## src/rtl/mux8_rr_sched.sv

```systemverilog
// -----------------------------------------------------------------------------
// mux8_rr_sched
//
// Round-robin scheduler that shares one 8:1 multiplexer among eight
// requesters. It drives the mux select code and a one-hot grant vector. Each
// grant has a bounded tenure, and one dead cycle separates successive owners,
// so logic downstream of the mux never samples a half-switched output.
//
// Ports:
//   clk            in   1  system clock, all state updates on rising edge
//   rst            in   1  synchronous active-high reset
//   req            in   8  req[i] asks for mux data input i
//   done           in   1  current owner finished (only looked at while valid=1)
//   sel            out  3  mux select code; index of the current/last owner
//   grant          out  8  one-hot grant, all zero when there is no owner
//   valid          out  1  mux output belongs to the grant owner this cycle
//   slice_expired  out  1  one-cycle pulse in the dead cycle that follows a
//                          release caused only by the tenure limit
//   dbg_state      out  2  current FSM state (IDLE=0, BUSY=1, SWITCH=2)
//
// Parameters:
//   SLICE_MAX  maximum consecutive valid cycles per grant; 0 = unlimited
//   CNT_W      tenure counter width; must be able to hold SLICE_MAX
//
// Handshake: a requester owns the mux output in exactly the cycles where its
// grant bit is set. valid is high in those same cycles. done is honoured only
// in a cycle where valid=1. A request has no acknowledge other than the grant,
// and a requester keeps req high for as long as it wants to keep the mux.
// -----------------------------------------------------------------------------
module mux8_rr_sched #(
    parameter int unsigned SLICE_MAX = 16,
    parameter int unsigned CNT_W     = 5
) (
    input  logic       clk,
    input  logic       rst,
    input  logic [7:0] req,
    input  logic       done,
    output logic [2:0] sel,
    output logic [7:0] grant,
    output logic       valid,
    output logic       slice_expired,
    output logic [1:0] dbg_state
);

    typedef enum logic [1:0] {
        ST_IDLE   = 2'd0,
        ST_BUSY   = 2'd1,
        ST_SWITCH = 2'd2
    } state_t;

    localparam logic [CNT_W-1:0] C_SLICE   = CNT_W'(SLICE_MAX);
    localparam logic [CNT_W-1:0] C_ONE     = CNT_W'(1);
    localparam logic [CNT_W-1:0] C_CNT_TOP = '1;
    localparam bit               C_LIMITED = (SLICE_MAX != 0);
    // In unlimited mode the counter only has to stop short of wrapping.
    localparam logic [CNT_W-1:0] C_CNT_CEIL = C_LIMITED ? C_SLICE : C_CNT_TOP;

    // ------------------------------------------------------------------
    // Registered state
    // ------------------------------------------------------------------
    state_t           r_state;
    logic [2:0]       r_sel;
    logic [7:0]       r_grant;
    logic             r_valid;
    logic             r_slice_exp;
    logic [CNT_W-1:0] r_cnt;
    logic [2:0]       r_last;

    // ------------------------------------------------------------------
    // Combinational signals
    // ------------------------------------------------------------------
    logic             w_arb_found;
    logic [2:0]       w_arb_idx;
    logic [2:0]       w_cand;
    logic             w_owner_req;
    logic             w_at_limit;
    logic             w_release;

    state_t           w_state_nxt;
    logic [2:0]       w_sel_nxt;
    logic [7:0]       w_grant_nxt;
    logic             w_valid_nxt;
    logic             w_slice_exp_nxt;
    logic [CNT_W-1:0] w_cnt_nxt;
    logic [2:0]       w_last_nxt;

    // ------------------------------------------------------------------
    // Round-robin search: start one past the last owner and wrap. The
    // 3-bit add wraps mod 8 on its own. The last owner itself is the final
    // candidate, so a lone requester gets the mux again.
    // ------------------------------------------------------------------
    always_comb begin
        w_arb_found = 1'b0;
        w_arb_idx   = r_last;
        w_cand      = r_last;
        for (int k = 1; k <= 8; k++) begin
            w_cand = r_last + 3'(k);
            if (!w_arb_found && req[w_cand]) begin
                w_arb_found = 1'b1;
                w_arb_idx   = w_cand;
            end
        end
    end

    // ------------------------------------------------------------------
    // Release conditions while BUSY
    // ------------------------------------------------------------------
    always_comb begin
        w_owner_req = req[r_sel];
        w_at_limit  = C_LIMITED && (r_cnt == C_SLICE);
        w_release   = done || !w_owner_req || w_at_limit;
    end

    // ------------------------------------------------------------------
    // Next-state and next-output logic
    // ------------------------------------------------------------------
    always_comb begin
        w_state_nxt     = r_state;
        w_sel_nxt       = r_sel;
        w_grant_nxt     = r_grant;
        w_valid_nxt     = r_valid;
        w_slice_exp_nxt = 1'b0;
        w_cnt_nxt       = r_cnt;
        w_last_nxt      = r_last;

        unique case (r_state)
            ST_IDLE, ST_SWITCH: begin
                if (w_arb_found) begin
                    w_state_nxt = ST_BUSY;
                    w_sel_nxt   = w_arb_idx;
                    w_grant_nxt = 8'h01 << w_arb_idx;
                    w_valid_nxt = 1'b1;
                    w_cnt_nxt   = C_ONE;
                    w_last_nxt  = w_arb_idx;
                end else begin
                    // Nobody is asking. sel keeps pointing at the last
                    // owner so the mux select lines stay quiet.
                    w_state_nxt = ST_IDLE;
                    w_grant_nxt = 8'h00;
                    w_valid_nxt = 1'b0;
                    w_cnt_nxt   = '0;
                end
            end

            ST_BUSY: begin
                if (w_release) begin
                    w_state_nxt = ST_SWITCH;
                    w_grant_nxt = 8'h00;
                    w_valid_nxt = 1'b0;
                    w_cnt_nxt   = '0;
                    // Flag the release as an expiry only when the limit is
                    // the sole cause. A finish that arrives on the same cycle
                    // still counts as a normal release.
                    w_slice_exp_nxt = w_at_limit && !done && w_owner_req;
                end else if (r_cnt != C_CNT_CEIL) begin
                    w_cnt_nxt = r_cnt + C_ONE;
                end
            end

            default: begin
                w_state_nxt = ST_IDLE;
                w_grant_nxt = 8'h00;
                w_valid_nxt = 1'b0;
                w_cnt_nxt   = '0;
            end
        endcase
    end

    // ------------------------------------------------------------------
    // State register
    // ------------------------------------------------------------------
    always_ff @(posedge clk) begin
        if (rst) begin
            r_state     <= ST_IDLE;
            r_sel       <= 3'd0;
            r_grant     <= 8'h00;
            r_valid     <= 1'b0;
            r_slice_exp <= 1'b0;
            r_cnt       <= '0;
            r_last      <= 3'd7;    // so that req[0] is searched first
        end else begin
            r_state     <= w_state_nxt;
            r_sel       <= w_sel_nxt;
            r_grant     <= w_grant_nxt;
            r_valid     <= w_valid_nxt;
            r_slice_exp <= w_slice_exp_nxt;
            r_cnt       <= w_cnt_nxt;
            r_last      <= w_last_nxt;
        end
    end

    assign sel           = r_sel;
    assign grant         = r_grant;
    assign valid         = r_valid;
    assign slice_expired = r_slice_exp;
    assign dbg_state     = r_state;

    // ------------------------------------------------------------------
    // Structural invariants
    // ------------------------------------------------------------------
    a_grant_onehot0 : assert property (@(posedge clk) disable iff (rst)
        $onehot0(r_grant));

    a_valid_matches_grant : assert property (@(posedge clk) disable iff (rst)
        r_valid == (r_grant != 8'h00));

    a_expired_only_in_switch : assert property (@(posedge clk) disable iff (rst)
        r_slice_exp |-> (r_state == ST_SWITCH));

    a_sel_held_in_switch : assert property (@(posedge clk) disable iff (rst)
        (r_state == ST_SWITCH) |-> $stable(r_sel));

endmodule
```

## config.mk

```make
export PLATFORM = sky130hd
export DESIGN_NAME = mux8_rr_sched
export DESIGN_NICKNAME = d
export VERILOG_FILES = /design/src/rtl/mux8_rr_sched.sv
export SDC_FILE = /design/constraint.sdc
export NUM_CORES = 1
export LEC_CHECK = 0
export CORE_UTILIZATION = 57
export CTS_BUF_LIST = sky130_fd_sc_hd__clkbuf_8
export DETAILED_ROUTE_END_ITERATION = 6
export GPL_TIMING_DRIVEN = 0
export PLACE_DENSITY = 0.88
export SLEW_MARGIN = 20
export SYNTH_ARGS = -nofsm -noshare
export SYNTH_HDL_FRONTEND = slang
export SYNTH_SLANG_ARGS = --single-unit
export TNS_END_PERCENT = 20
```

## constraint.sdc

```tcl
create_clock -name clk -period 4.5 [get_ports clk]
set_input_delay 0.45 -clock clk [delete_from_list [all_inputs] [get_ports clk]]
set_output_delay 0.45 -clock clk [all_outputs]
set_load 0.1 [all_outputs]
```

==> results of run 1 <==
cell type report:
type	count	area (sq um)	share of cell area [%]
Timing Repair Buffer	25	250.2	11.32
Sequential cell	22	440.4	19.92
Clock buffer	4	55.05	2.490
Inverter	11	41.29	1.868
Multi-Input combinational cell	159	1318	59.59
Buffer	11	51.30	2.320
Tap cell	44	55.05	2.490
Yosys cell counts, drive strengths merged, types with 2 or more instances:
| library cell | number | share of area, % |
|---|---|---|
| mux2i | 7 | 3.8 |
| nand2b | 4 | 1.4 |
| mux4 | 16 | 19 |
| nor2 | 12 | 2.4 |
| clkbuf | 6 | 1.2 |
| buf | 6 | 1.7 |
| o31ai | 2 | 0.81 |
| and2 | 2 | 0.68 |
| nor3 | 10 | 3.0 |
| o21bai | 2 | 0.81 |
| a22o | 5 | 2.4 |
| xor2 | 5 | 2.4 |
| mux2 | 7 | 4.3 |
| nor2b | 5 | 1.7 |
| nand3 | 4 | 1.1 |
| o21ai | 13 | 3.5 |
| nand2 | 21 | 4.3 |
| a22oi | 3 | 1.2 |
| or2 | 3 | 1.0 |
| a211oi | 4 | 1.6 |
| inv | 10 | 2.0 |
| o311ai | 2 | 1.4 |
| o22ai | 2 | 0.68 |
| or3 | 3 | 1.3 |
| a21oi | 6 | 1.6 |
| a221oi | 4 | 1.9 |
| xnor2 | 3 | 1.4 |
| dfxtp | 22 | 24 |
| ha | 4 | 2.7 |
how the worst max path moves through the flow:
| stage | from | endpoint | slack (ns) | depth (start not counted) |
|---|---|---|---|---|
| global placement | r_last[1] | grant[4] | 0.11 | 13 |
| floorplan | r_last[1] | grant[0] | 0.75 | 13 |
| detailed placement | r_last[1] | grant[4] | 0.08 | 13 |
| global route | r_last[0] | grant[4] | 0.20 | 12 |
| finish | r_last[1] | grant[4] | 0.61 | 12 |
| CTS | r_last[1] | grant[0] | 0.02 | 13 |
metrics by stage:
step | hold WS [ns] | setup WS (ns) | utilization, %
floorplan | 0.4789 | 0.7521 | -
detailed placement | 0.4462 | 0.08393 | 70.12
finish | 0.4573 | 0.6075 | 71.83
global route | 0.4675 | 0.1980 | 71.83
CTS | 0.4596 | 0.01932 | 71.91
global placement | 0.4422 | 0.1103 | 70.12
per-layer routing:
metal | up-vias | GRT usage, % | wire [um]
li1 | 829 | - | -
met1 | 850 | 40.08 | 1932
met2 | 57 | 43.18 | 2105
met3 | 6 | 6.769 | 257
met4 | 0 | 4.762 | 32
met5 | - | 0 | 0
timing repair:
action,in CTS,in global routing
setup endpoints to repair,0,16
resized for setup,0,2
setup buffers,0,0
critical path, stage by stage, from the launching register on:
cell,delay (ns)
dfxtp_1,0.35
buf_2,0.36
inv_1,0.18
ha_1,0.34
clkbuf_2,0.28
mux2_2,0.38
mux2i_1,0.21
a221oi_1,0.20
or4b_1,0.60
o21bai_1,0.17
a21oi_1,0.37
nor2_1,0.13
a22o_1,0.22
flip-flops by register name, summed over array words and instances (netlist names):
signal and cells:
dbg_state 1, grant 8, r_cnt 5, r_last 3
sel 3, slice_expired 1, valid 1
cells by family (layout without fill, tap and decap cells):
| logic type | Yosys count | count (layout) | share of synthesized area (%) |
|---|---|---|---|
| muxes | 30 | 30 | 27.48 |
| AOI/OAI and AO/OA | 48 | 48 | 18.30 |
| DFF | 22 | 22 | 23.77 |
| adders and majority gates | 4 | 4 | 2.701 |
| and+or+nand+nor | 69 | 69 | 18.84 |
| buffers and inverters | 23 | 51 | 5.132 |
| xor gates and xnor gates | 8 | 8 | 3.781 |
==> summary.txt, run 1 <==
Design Area, Final: 2211 sq um
Worst-skew pair later-pin latency: 0.26 ns
Worst setup EP type: register
Clock Sinks: 22
First-pass GRT wire length: 7438 um
Post-Route Skew: 0.003606 ns
Area grow syn2layout: 19.31%
Inserted Clock Buffers: 3
Max Slew Vio Count: 0
HP Class: reg2reg
# rows: 20
Die area: 3483 sq um
Initial core utilization: 60.20%
Unique masters post-synth: 46
Fin nets: 248
Residual DRC: 0
WP data required: 4.65 ns
Run status: finished clean
Hpwl dp: 3274 um
Crit Path Max Fanout: 16
FF+latch count, synth: 22
Most common flop cell mapped by yosys: dfxtp_1
Dpl cells: 273
Sequential area share after synthesis: 23.77%
Most frequent cells in the layout: clkdlybuf4s50_1 (25), dfxtp_1 (22), nand2_1 (21)
Reg-to-Reg Start: r_last[1]
Hold path endpoint: grant[6]
Setup violators final: 0
Clk buf depth: 2
Via count: 1742
# hold bufs at CTS: 0
Unrepaired setup endpoints after global routing: no
Gr usage total: 27.82%
Total congestion overflow: 0
CP Launch Type: register
Tcrit/Tclk final: 86.50%
Most common cell after layout, fill and taps aside: clkdlybuf4s50_1
Die X-Extent: 59.02 um
Largest net degree at the start of global routing: 13
Number of max-cap violations: 0
DR WL/cell: 15.68 um
Number of global-route vias before repair: 1607
Synth Cell Area: 1853 sq um
Synthesized net count: 219
Worst rel slew slack: 35.30%
CTS tree: yes
Antenna violations before repair: 0
Crit path time final: 3.893 ns
Arr. time, crit path: 4.04 ns
R2r worst-path depth: 12
Ports: 26
Root buffer cell: clkbuf_8
Fin. Hold Viols: 0
Post-route ant nets: 0
Core footprint: 3078 sq um
GP Congestion: 0.9141
Number of flops mapped to enable cells by yosys: 0
First DRT Iteration DRCs: 90
Ant diodes: 0
Mapped Cells: 204
Die Y: 59.02 um
Setup TNS: 0 ns
Post-Layout Cell Count: 276
First-pass DRT Iterations: 4
R2R Setup Slk: 0.61 ns
# port buffers: 25
Fillers: 245
Worst Setup Path Type: reg2reg
Hold depth: 2
Reg clk slew, reported paths: 0.07 ns
Share of async-settable or async-resettable flops after synthesis: 0%
Routed WL: 4328 um
Fraction of layout cells with a size suffix above 1: 16.81%
Maximum clock rate: 256.9 MHz
Worst r2r dst: grant[4]
Least-Margin Pin Slew: 0.9674 ns
HP Start: grant[6]
H-tree depth: 1
Vias per std cell: 6.312
Post-Synthesis Mean Instance Area: 9.083 sq um
Number of synthesis warnings: 0
Area after DPL: 2158 sq um
Power of run 1 is not shown: default switching activity piles up to over one toggle a cycle in this logic, so the estimate is an artifact.
==> run 2, diff against run 1 <==
--- a/config.mk
+++ b/config.mk
@@ -9,7 +9,7 @@
 export CTS_BUF_LIST = sky130_fd_sc_hd__clkbuf_8
 export DETAILED_ROUTE_END_ITERATION = 6
 export GPL_TIMING_DRIVEN = 0
-export PLACE_DENSITY = 0.88
+export PLACE_DENSITY_LB_ADDON = 0.25
 export SLEW_MARGIN = 20
 export SYNTH_ARGS = -nofsm -noshare
 export SYNTH_HDL_FRONTEND = slang
==> summary.txt, run 2 (synthesized netlist as in run 1, its figures left out) <==
Total congestion overflow: 0
Residual DRC: 0
Ports: 26
Worst path slowest cell: or4b_1
DR WL/cell: 15.25 um
Worst-skew pair later-pin latency: 0.25 ns
Area after DPL: 2158 sq um
Crit. Startpoint: r_last[1]
Arr. time, crit path: 4.01 ns
Met2 usage: 48.54%
Setup Buffers After CTS: 0
HP Class: reg2reg
Vias per std cell: 6.175
Max reg flops: 8
First-pass DRT Iterations: 4
Setup TNS: 0 ns
Routing usage on met3: 5.022%
Hpwl dp: 3323 um
Area grow syn2layout: 18.57%
Fin nets: 248
Tcrit/Tclk final: 86.11%
Setup violators final: 0
Clock Sinks: 22
Crit Path Max Fanout: 16
Largest net degree at the start of global routing: 12
First DRT Iteration DRCs: 97
Most frequent cells in the layout: clkdlybuf4s50_1 (25), dfxtp_1 (22), nand2_1 (21)
WP data required: 4.64 ns
Reg clk slew, reported paths: 0.07 ns
Clk buf depth: 2
Gr usage total: 27.48%
CP max stage delay: 0.59 ns
Most common cell after layout, fill and taps aside: clkdlybuf4s50_1
Run status: finished clean
Reg-to-Reg Start: r_last[1]
# port buffers: 25
Die X-Extent: 59.02 um
Worst rel slew slack: 34.60%
First-pass GRT wire length: 7238 um
Multi-input logic area: 1318 sq um
HP Start: grant[2]
Worst Setup Path Type: reg2reg
Die area: 3483 sq um
H-tree depth: 1
Fraction of layout cells with a size suffix above 1: 16.45%
Post-Route Skew: 0.005773 ns
Number of max-cap violations: 0
# rows: 20
Ant diodes: 0
Core footprint: 3078 sq um
Antenna violations before repair: 0
Initial core utilization: 60.20%
Routed WL: 4193 um
M1 GR Usage: 34.70%
Number of global-route vias before repair: 1555
Critical path, cell by cell: buf_2, inv_1, ha_1, clkbuf_2, mux2_2, nor3_1, a221oi_1, or4b_1, a2111oi_0, a21oi_1, nor2_1, o21bai_1
Root buffer cell: clkbuf_8
Crit path time final: 3.875 ns
Fin. Hold Viols: 0
Maximum clock rate: 258.1 MHz
Die Y: 59.02 um
Design Area, Final: 2197 sq um
Unrepaired setup endpoints after global routing: no
CP Launch Type: register
Most used routing layer: met2
# hold bufs at CTS: 0
GP Congestion: 0.8929
Least-Margin Pin Slew: 0.9780 ns
Inserted Clock Buffers: 3
Storage element area: 440.4 sq um
Via count: 1698
Max Slew Vio Count: 0
CTS tree: yes
Post-route ant nets: 0
Worst setup EP type: register
Fillers: 262
-- run 2: timing repair --
| item | in CTS | in global routing |
|---|---|---|
| resized for setup | 0 | 2 |
| setup endpoints to repair | 0 | 16 |
| hold endpoints to repair | 0 | 0 |
-- run 2: cell type report --
class / count / area share (%)
clock buffer: 3 / 1.879
buffer: 11 / 2.335
multi-input combinational: 159 / 59.97
timing repair buffer: 25 / 11.39
tap: 44 / 2.506
inverter: 11 / 1.879
sequential: 22 / 20.05
-- run 2: layer usage --
metal  part of all wire (%)  vias up
li1                       -      825
met1                     41      791
met2                     52       76
met3                    6.9        6
met4                   0.69        0
met5                      0        -
-- run 2: final timing paths --
path               endpoint  slack [ns]  cells past startpoint
hold reg to reg    grant[2]        0.45                      2
setup reg to reg  r_last[1]        0.63                     12
setup / recovery  r_last[1]        0.63                     12
hold / removal     grant[2]        0.45                      2
-- run 2: stage by stage --
step | util, % | cells | hold slack [ns] | setup slack, ns
final | 71.38 | 275 | 0.4523 | 0.6252
after global routing | 71.38 | 275 | 0.4873 | 0.2630
after CTS | 71.46 | 276 | 0.4544 | 0.006693
after detailed placement | 70.12 | 273 | 0.4451 | 0.01601
after global placement | 70.12 | 273 | 0.4340 | 0.1101
after floorplan | - | 204 | 0.4789 | 0.7521
-- run 2: worst max-delay path: cells and delay by family, from the launching register on --
family / cells / cell delay (ns)
compound gates: 4 / 0.83
buf+inv: 3 / 0.81
flops: 1 / 0.34
simple gates: 3 / 1.05
fa+ha+maj: 1 / 0.33
mux: 1 / 0.39
Power of run 2 is left out for the same reason.
==> run 3, diff against run 2 <==
--- a/config.mk
+++ b/config.mk
@@ -5,6 +5,7 @@
 export SDC_FILE = /design/constraint.sdc
 export NUM_CORES = 1
 export LEC_CHECK = 0
+export CORE_ASPECT_RATIO = 0.9
 export CORE_UTILIZATION = 57
 export CTS_BUF_LIST = sky130_fd_sc_hd__clkbuf_8
 export DETAILED_ROUTE_END_ITERATION = 6
==> summary.txt, run 3 (synthesized netlist as in run 1, its figures left out) <==
Least-Margin Pin Slew: 0.9709 ns
Most frequent cells in the layout: clkdlybuf4s50_1 (25), dfxtp_1 (22), nand2_1 (21)
Largest net degree at the start of global routing: 13
Number of global-route vias before repair: 1659
Max reg flops: 8
Core footprint: 3067 sq um
# port buffers: 25
Most common cell after layout, fill and taps aside: clkdlybuf4s50_1
Unrepaired setup endpoints after global routing: no
Via count: 1734
Post-Route Skew: 0.003514 ns
Fin. Hold Viols: 0
Hold depth: 2
Maximum clock rate: 241.4 MHz
GP Congestion: 0.8615
Setup violators final: 0
Arr. time, crit path: 4.30 ns
Worst-skew pair later-pin latency: 0.26 ns
Root buffer cell: clkbuf_8
Crit Path Max Fanout: 10
Clock Sinks: 22
Setup TNS: 0 ns
Fin nets: 248
Total congestion overflow: 0
HP Class: reg2reg
Hpwl dp: 3431 um
Worst hold margin: 0.4543 ns
Residual DRC: 0
Run status: finished clean
Worst rel slew slack: 35.07%
Clk buf depth: 2
CTS tree: yes
Vias per std cell: 6.328
Initial core utilization: 60.42%
Inserted Clock Buffers: 3
Antenna violations before repair: 0
Worst Setup Path Type: reg2reg
Routed WL: 4358 um
Die X-Extent: 62.10 um
Number of max-cap violations: 0
Storage element area: 440.4 sq um
Post-route ant nets: 0
Area grow syn2layout: 19.11%
Fillers: 239
Ports: 26
Tcrit/Tclk final: 92.04%
CP Launch Type: register
Die area: 3483 sq um
Setup Buffers After CTS: 0
Ant diodes: 0
Crit path time final: 4.142 ns
Die Y: 56.09 um
Worst setup EP type: register
DR WL/cell: 15.91 um
# hold bufs at CTS: 0
WP data required: 4.65 ns
Gr usage total: 27.79%
H-tree depth: 1
Fraction of layout cells with a size suffix above 1: 16.38%
First DRT Iteration DRCs: 109
First-pass DRT Iterations: 4
Multi-input logic area: 1318 sq um
Reg clk slew, reported paths: 0.08 ns
Post_cts resized: 0
First-pass GRT wire length: 7679 um
Max Slew Vio Count: 0
R2r worst-path depth: 12
# rows: 19
==> run 3: cell count changes in the layout (fill, tap and decap cells not counted) <==
cell	before	now
clkbuf_1	4	5
clkbuf_8	3	4
clkbuf_2	1	0
==> run 3: worst paths after layout <==
kind,to,startpoint,slack (ns)
hold / removal,grant[2],grant[2],0.45
setup reg to reg,grant[0],r_last[0],0.36
hold reg to reg,grant[2],grant[2],0.45
setup / recovery,grant[0],r_last[0],0.36
==> run 3: cell type report <==
| cell class | count | area share, % |
|---|---|---|
| clock buffer | 4 | 2.494 |
| sequential | 22 | 19.95 |
| inverter | 11 | 1.871 |
| multi-input combinational | 159 | 59.69 |
| timing repair buffer | 25 | 11.34 |
| tap | 42 | 2.381 |
| buffer | 11 | 2.268 |
==> run 3: routing by layer <==
layer / routed length, um / up-vias / global-route usage [%]
li1: - / 831 / -
met1: 1960 / 804 / 38.51
met2: 1960 / 87 / 42.86
met3: 356 / 12 / 6.557
met4: 80 / 0 / 8.970
met5: 0 / - / 0
==> run 3: worst max-delay path, cell delays in order, from the launching register on <==
cell and delay [ns]:
dfxtp_1 0.34, buf_2 0.23, clkinv_1 0.30, ha_1 0.40, clkbuf_1 0.47, mux2_2 0.42, nor3_1 0.23, a221oi_1 0.17
or4b_1 0.58, o21bai_1 0.17, a21oi_1 0.38, nor2b_1 0.12, a22o_1 0.22
==> run 3: per-stage QoR <==
| stage | area [sq um] | worst slack (ns) | cells | utilization, % |
|---|---|---|---|---|
| 3_5_place_dp | 2156 | 0.09540 | 271 | 70.30 |
| 4_1_cts | 2211 | 0.05837 | 275 | 72.09 |
| 6_report | 2207 | 0.3581 | 274 | 71.97 |
| 3_3_place_gp | 2156 | 0.1623 | 271 | 70.30 |
| 2_1_floorplan | 1853 | 0.7521 | 204 | - |
| 5_1_grt | 2207 | 0.02051 | 274 | 71.97 |
Power of run 3 is left out for the same reason.
